===== src/rtl/jesd204b_dl_lmfc_ctrl.sv =====
// ---------------------------------------------------------------------------
// jesd204b_dl_lmfc_ctrl
//
// Purpose:
//   Shared JESD204B data-link timing block. Derives the LMFC period
//   P = F*K/OCTET_PER_SENT from runtime configuration and generates the LMFC
//   strobe plus two early-warning strobes. It aligns the LMFC phase to SYSREF
//   (one-shot or continuous) and runs the link state machine
//   CGS -> ILAS -> DATA from the per-lane sync requests.
//
// Ports:
//   clk, reset          : single clock, synchronous active-high reset
//   cfg_octets_per_fr   : F (1..255)
//   cfg_frames_per_mf   : K (1..32)
//   cfg_load            : one-cycle pulse, re-latch config and soft reset
//   sysref_mode         : 0 ignore, 1 one-shot, 2 continuous, 3 as 0
//   sysref              : SYSREF, already synchronous to clk
//   lane_enable         : per-lane enable mask
//   sync_request        : per-lane active-high resync request
//   lmfc                : one-cycle strobe at multiframe start
//   lmfc_tx_early       : strobe TX_LEAD cycles before lmfc
//   lmfc_fm_early       : strobe FM_LEAD cycles before lmfc
//   link_state          : 0 CGS, 1 ILAS, 2 DATA, 3 HALT
//   ilas_mf             : current ILAS multiframe index, 0 outside ILAS
//   cfg_error           : latched configuration is invalid
//   sysref_aligned      : a SYSREF alignment happened since config latch
//   sysref_misalign     : pulse when a used SYSREF edge was off-phase
//   resync_count        : saturating count of ILAS/DATA -> CGS drops
// ---------------------------------------------------------------------------
module jesd204b_dl_lmfc_ctrl #(
    parameter int LANES          = 4,
    parameter int OCTET_PER_SENT = 4,
    parameter int CNT_W          = 10,
    parameter int TX_LEAD        = 2,
    parameter int FM_LEAD        = 3,
    parameter int ILAS_MF        = 4
) (
    input  logic             clk,
    input  logic             reset,
    input  logic [7:0]       cfg_octets_per_fr,
    input  logic [5:0]       cfg_frames_per_mf,
    input  logic             cfg_load,
    input  logic [1:0]       sysref_mode,
    input  logic             sysref,
    input  logic [LANES-1:0] lane_enable,
    input  logic [LANES-1:0] sync_request,
    output logic             lmfc,
    output logic             lmfc_tx_early,
    output logic             lmfc_fm_early,
    output logic [1:0]       link_state,
    output logic [3:0]       ilas_mf,
    output logic             cfg_error,
    output logic             sysref_aligned,
    output logic             sysref_misalign,
    output logic [7:0]       resync_count
);

    localparam int          OPS_LOG2 = $clog2(OCTET_PER_SENT);
    localparam int          MAX_LEAD = (TX_LEAD > FM_LEAD) ? TX_LEAD : FM_LEAD;
    localparam logic [13:0] P_MAX    = 14'((1 << CNT_W) - 1);

    localparam logic [1:0] ST_CGS  = 2'd0;
    localparam logic [1:0] ST_ILAS = 2'd1;
    localparam logic [1:0] ST_DATA = 2'd2;
    localparam logic [1:0] ST_HALT = 2'd3;

    // ------------------------------------------------------------------
    // Configuration decode (from the live inputs; captured on latch)
    // ------------------------------------------------------------------
    logic [13:0] w_product;
    logic [13:0] w_period_full;
    logic        w_cfg_bad;
    logic        w_cfg_latch;

    assign w_product     = 14'(cfg_octets_per_fr) * 14'(cfg_frames_per_mf);
    assign w_period_full = w_product >> OPS_LOG2;
    assign w_cfg_bad     = (cfg_octets_per_fr == 8'd0)
                         | (cfg_frames_per_mf == 6'd0)
                         | (cfg_frames_per_mf > 6'd32)
                         | ((w_product % 14'(OCTET_PER_SENT)) != 14'd0)
                         | (w_period_full <= 14'(MAX_LEAD))
                         | (w_period_full > P_MAX);
    // Reset and cfg_load both re-capture config and restart the timing.
    assign w_cfg_latch   = reset | cfg_load;

    logic [CNT_W-1:0] r_period;
    logic             r_cfg_error;

    // NOTE: sequential state always uses non-blocking (<=) so every register
    // samples the pre-edge values, independent of block ordering.
    always_ff @(posedge clk) begin
        if (w_cfg_latch) begin
            r_period    <= w_period_full[CNT_W-1:0];
            r_cfg_error <= w_cfg_bad;
        end
    end

    // ------------------------------------------------------------------
    // SYSREF edge qualification and LMFC counter
    // ------------------------------------------------------------------
    logic [CNT_W-1:0] r_cnt;
    logic [CNT_W-1:0] w_cnt_next;
    logic             r_sysref_d;
    logic             r_sysref_aligned;
    logic             w_last;
    logic             w_sysref_edge;
    logic             w_mode_one;
    logic             w_mode_cont;
    logic             w_edge_used;
    logic             w_misalign;
    logic             w_mf_start;

    assign w_last        = (r_cnt == r_period - CNT_W'(1));
    assign w_sysref_edge = sysref & ~r_sysref_d;
    assign w_mode_one    = (sysref_mode == 2'd1);
    assign w_mode_cont   = (sysref_mode == 2'd2);
    assign w_edge_used   = ~r_cfg_error & w_sysref_edge
                         & (w_mode_cont | (w_mode_one & ~r_sysref_aligned));
    // An edge landing on P-1 matches the natural wrap, so it is in phase.
    assign w_misalign    = w_edge_used & ~w_last & r_sysref_aligned;
    // Realign and natural wrap both yield 0; realign wins by construction.
    assign w_cnt_next    = (r_cfg_error | w_edge_used | w_last) ? '0 : r_cnt + CNT_W'(1);
    assign w_mf_start    = ~r_cfg_error & (w_cnt_next == '0);

    logic r_lmfc;
    logic r_tx_early;
    logic r_fm_early;
    logic r_misalign;

    always_ff @(posedge clk) begin
        if (reset) r_sysref_d <= 1'b0;
        else       r_sysref_d <= sysref;
    end

    always_ff @(posedge clk) begin
        if (w_cfg_latch) begin
            r_cnt            <= '0;
            r_lmfc           <= 1'b0;
            r_tx_early       <= 1'b0;
            r_fm_early       <= 1'b0;
            r_sysref_aligned <= 1'b0;
            r_misalign       <= 1'b0;
        end else begin
            r_cnt      <= w_cnt_next;
            // Strobes decode the next count so they line up with cnt itself.
            r_lmfc     <= w_mf_start;
            r_tx_early <= ~r_cfg_error & (w_cnt_next == r_period - CNT_W'(TX_LEAD));
            r_fm_early <= ~r_cfg_error & (w_cnt_next == r_period - CNT_W'(FM_LEAD));
            r_misalign <= w_misalign;
            if (w_edge_used) r_sysref_aligned <= 1'b1;
        end
    end

    // ------------------------------------------------------------------
    // Link state machine
    // ------------------------------------------------------------------
    logic [1:0] r_state;
    logic [3:0] r_ilas_mf;
    logic [7:0] r_resync_count;
    logic       w_sync_any;
    logic       w_drop;
    logic       w_sysref_ok;

    assign w_sync_any  = |(sync_request & lane_enable);
    assign w_drop      = w_sync_any | (w_misalign & w_mode_cont);
    // Modes 0 and 3 do not wait for SYSREF; the aligning edge itself counts.
    assign w_sysref_ok = ~(w_mode_one | w_mode_cont) | r_sysref_aligned | w_edge_used;

    always_ff @(posedge clk) begin
        if (w_cfg_latch) begin
            r_state   <= w_cfg_bad ? ST_HALT : ST_CGS;
            r_ilas_mf <= 4'd0;
        end else if (r_cfg_error) begin
            r_state   <= ST_HALT;
            r_ilas_mf <= 4'd0;
        end else begin
            case (r_state)
                ST_CGS: begin
                    if (w_mf_start && !w_sync_any && w_sysref_ok) begin
                        r_state   <= ST_ILAS;
                        r_ilas_mf <= 4'd0;
                    end
                end
                ST_ILAS: begin
                    if (w_drop) begin
                        r_state   <= ST_CGS;
                        r_ilas_mf <= 4'd0;
                    end else if (w_mf_start) begin
                        if (r_ilas_mf == 4'(ILAS_MF - 1)) begin
                            r_state   <= ST_DATA;
                            r_ilas_mf <= 4'd0;
                        end else begin
                            r_ilas_mf <= r_ilas_mf + 4'd1;
                        end
                    end
                end
                ST_DATA: begin
                    if (w_drop) r_state <= ST_CGS;
                end
                default: begin
                    r_state   <= ST_CGS;
                    r_ilas_mf <= 4'd0;
                end
            endcase
        end
    end

    // Only a hard reset clears the resync statistic.
    always_ff @(posedge clk) begin
        if (reset) begin
            r_resync_count <= 8'd0;
        end else if (!cfg_load && !r_cfg_error && w_drop
                     && (r_state == ST_ILAS || r_state == ST_DATA)
                     && r_resync_count != 8'hFF) begin
            r_resync_count <= r_resync_count + 8'd1;
        end
    end

    assign lmfc            = r_lmfc;
    assign lmfc_tx_early   = r_tx_early;
    assign lmfc_fm_early   = r_fm_early;
    assign link_state      = r_state;
    assign ilas_mf         = r_ilas_mf;
    assign cfg_error       = r_cfg_error;
    assign sysref_aligned  = r_sysref_aligned;
    assign sysref_misalign = r_misalign;
    assign resync_count    = r_resync_count;

endmodule


===== config.mk =====
export PLATFORM = sky130hd
export DESIGN_NAME = jesd204b_dl_lmfc_ctrl
export DESIGN_NICKNAME = d
export VERILOG_FILES = /design/src/rtl/jesd204b_dl_lmfc_ctrl.sv
export SDC_FILE = /design/constraint.sdc
export NUM_CORES = 1
export LEC_CHECK = 0
export CORE_AREA = 3 3 94 96
export CTS_BUF_LIST = sky130_fd_sc_hd__clkbuf_16
export DETAILED_ROUTE_END_ITERATION = 6
export DIE_AREA = 0 0 97 99
export PLACE_DENSITY = 0.8
export SYNTH_ARGS = -nofsm -noshare
export SYNTH_HDL_FRONTEND = slang
export SYNTH_SLANG_ARGS = --single-unit

===== constraint.sdc =====
create_clock -name clk -period 7.3 [get_ports clk]
set_input_delay 1.825 -clock clk [delete_from_list [all_inputs] [get_ports clk]]
set_output_delay 1.825 -clock clk [all_outputs]
set_load 0.03 [all_outputs]

==> results.cfg <==
[timing]
fin_crit_ps = 6360
setup_tns_ps = 0
slew_headroom_pct = 56.5
rsz0062_at_grt = false
skew_ps = 5.16
worstMarginPinSlew_ps = 637
finalHoldViolCount = 0
finalSetupViolations = 0
drv_slew = 0
fin_crit_sh_pct = 87.2
fmax_mhz = 157

[route]
avgRoutedWirePerCell_um = 15.9
ant_nets = 0
vias_per_cell = 6.01
drt_pre_antenna_iters = 5
first_iter_violations = 263
drc = 0
via_count = 4152
wl_um = 11000

[run]
max-cap-violations = 0

[min_path]
hp-start = ilas_mf[3]
hold_path.class = register to register
hold-path-cell-count = 2

[floorplan]
start_util_pct = 57.2
core-area_um2 = 8130
die_area_um2 = 9600
io_pins = 48
die_x_um = 97
die_h_um = 99
num_rows = 33

[cts]
cts_resized = 0
cts_sinks = 41
cts-hold-fix-buffers = 0
h-tree-depth = 2
cts_setup_buffers = 0
cts_tree = built
clk_path_buf_depth = 2
clock_latency_ps = 290
clkTransAtPathRegs_ps = 60
root_buffer = clkbuf_16
cts_made_buffers = 5

[critical_path]
rr_worst_depth = 10
cp_cell_sequence = clkdlybuf4s50_1, and2_1, fa_1, inv_1, fa_1, fa_1, inv_1, ha_1, a21oi_1, o21ai_0, a2111oi_0, or3_1, o311ai_0, a311oi_1, a22oi_1
crit_fanout = 9
arrival_ps = 6360
crit_family = adder cells
crit_top_cell = fa_1
crit_buf_inv = 3
crit_path_start_kind = input port
worstPathRequired_ps = 7290
slowest_delay_ps = 620
path_class = input port to register
cp.depth = 15
slowest_stage = a2111oi_0
end_kind = register
reg2reg_from = r_period[0]
setup.worst_path.start = cfg_frames_per_mf[2]

[global_routing]
grt_pass1_vias = 4117
overflow = 0
grt_pass1_wl_um = 18800
grt_usage_pct = 23.3
grt_max_degree = 19
antenna_found_initial = 0

[placed_design]
place_inst = 683
port_buffers = 47
place_hpwl_um = 8500
routabilityCongestion = 0.894

[logic_synthesis]
synthFlopType = dfxtp_1
ys_warn_count = 0
ys_ff_latch = 41
synth_cells = 557
synth_fp_nets = 644
async_reset_ff_share_pct = 0
seq_area_frac_synth_pct = 20.4
synth_edf_count = 13
ys_types = 69
synth_area_um2 = 4650
syn_area_per_cell_um2 = 8.35

[cells_and_area]
antennaDiodeCount = 0
mostFrequentLayoutCell = inv_1
final_cell_mix = inv_1 (56), clkdlybuf4s50_1 (47), nor2_1 (45)
final_util_pct = 65.5
fin_cells = 691
multi_input_area_um2 = 3380
fillers = 679
area_growth_pct = 14.5
final_nets = 672
seq_area_um2 = 951
layout-drive-gt1-share_pct = 4.10

[pwr]
power.density_nw_per_um2 = 227
ir_drop_uv = 127
p_leak_nw = 2.13

[outcome]
status = complete, no violations
==> kinds of logic (layout without fill, tap and decap cells) <==
| kind of cell | count (synthesis) | count (layout) | share of synthesized area (%) |
|---|---|---|---|
| simple gates | 218 | 218 | 25.7 |
| fa+ha+maj | 59 | 59 | 19.9 |
| compound gates | 100 | 100 | 16.1 |
| flops | 41 | 41 | 20.4 |
| xor+xnor | 50 | 50 | 9.42 |
| mux | 7 | 7 | 1.56 |
| buf+inv | 82 | 111 | 6.83 |
==> final timing paths <==
| kind | slack [ps] | endpoint |
|---|---|---|
| worst min-delay path | 510 | ilas_mf[3] |
| worst max register to register | 3320 | ilas_mf[1] |
| worst max-delay path | 940 | link_state[1] |
| worst min register to register | 510 | ilas_mf[3] |
==> layer usage <==
metal	track usage [%]	wire [um]
met1	30.9	4750
met2	38.9	5420
met3	3.82	618
met4	7.45	227
met5	0	0
==> state kept, by name (all words and copies together) (netlist names) <==
register,count
lmfc_tx_early,1
sysref_misalign,1
ilas_mf,4
cfg_error,1
resync_count,8
lmfc,1
r_period,10
lmfc_fm_early,1
r_cnt,10
sysref_aligned,1
link_state,2
r_sysref_d,1
==> cell usage after synthesis, types with 3 or more instances <==
| library cell | number | area share, % |
|---|---|---|
| or3_1 | 8 | 1.1 |
| mux2i_1 | 5 | 1.1 |
| nand2_1 | 33 | 2.7 |
| a311oi_1 | 3 | 0.57 |
| inv_1 | 56 | 4.5 |
| a211oi_1 | 14 | 2.3 |
| fa_1 | 25 | 11 |
| nor4_1 | 10 | 1.3 |
| xor2_1 | 16 | 3.0 |
| nand4_1 | 5 | 0.67 |
| nor4b_1 | 3 | 0.57 |
| nor3_1 | 13 | 1.4 |
| o22ai_1 | 5 | 0.67 |
| clkbuf_1 | 20 | 1.6 |
| nand3b_1 | 3 | 0.48 |
| ha_1 | 34 | 9.1 |
| o2111ai_1 | 3 | 0.57 |
| or4_1 | 4 | 0.65 |
| dfxtp_1 | 28 | 12 |
| xnor2_1 | 34 | 6.4 |
| and3_1 | 8 | 1.1 |
| nor2b_1 | 12 | 1.6 |
| or2_2 | 6 | 0.81 |
| edfxtp_1 | 13 | 8.4 |
| o211ai_1 | 4 | 0.65 |
| nand2b_1 | 5 | 0.67 |
| nor2_1 | 45 | 3.6 |
| a21oi_1 | 13 | 1.4 |
| o21a_1 | 4 | 0.65 |
| nand3_1 | 11 | 1.2 |
| o31ai_1 | 3 | 0.48 |
| buf_1 | 3 | 0.24 |
| a21o_1 | 4 | 0.65 |
| and2_1 | 41 | 5.5 |
| o21ai_0 | 15 | 1.6 |
| a31oi_1 | 5 | 0.67 |
==> layout make-up <==
cell class	count	share of cell area (%)
tap	105	2.47
sequential	41	17.9
inverter	56	3.95
timing repair buffer	47	8.83
clock buffer	7	3.29
clock inverter	1	0.0940
multi-input combinational	434	63.5
==> power breakdown <==
part	internal, W	leakage, nW	switching (W)	total, W
Clock	0.000168	0.0902	0.0000908	0.000258
Combinational	0.000254	1.69	0.000330	0.000584
Sequential	0.000282	0.355	0.0000859	0.000368
==> metrics by stage <==
step                      hold WS, ps  power, W  area, um^2  setup slack [ps]
final                             515   0.00121        5330               937
after global routing              535   0.00131        5330               682
after CTS                         512   0.00121        5330               999
after detailed placement          501  0.000941        5140               687
after global placement            499  0.000920        5140               825
after floorplan                   604  0.000813        4650              1510
==> tightest hold or removal path, cell delays in order (launching register included) <==
cell and delay, ps:
dfxtp_1 340, nand2_1 70, o22ai_1 60
Power figures use the tool's default switching activity.
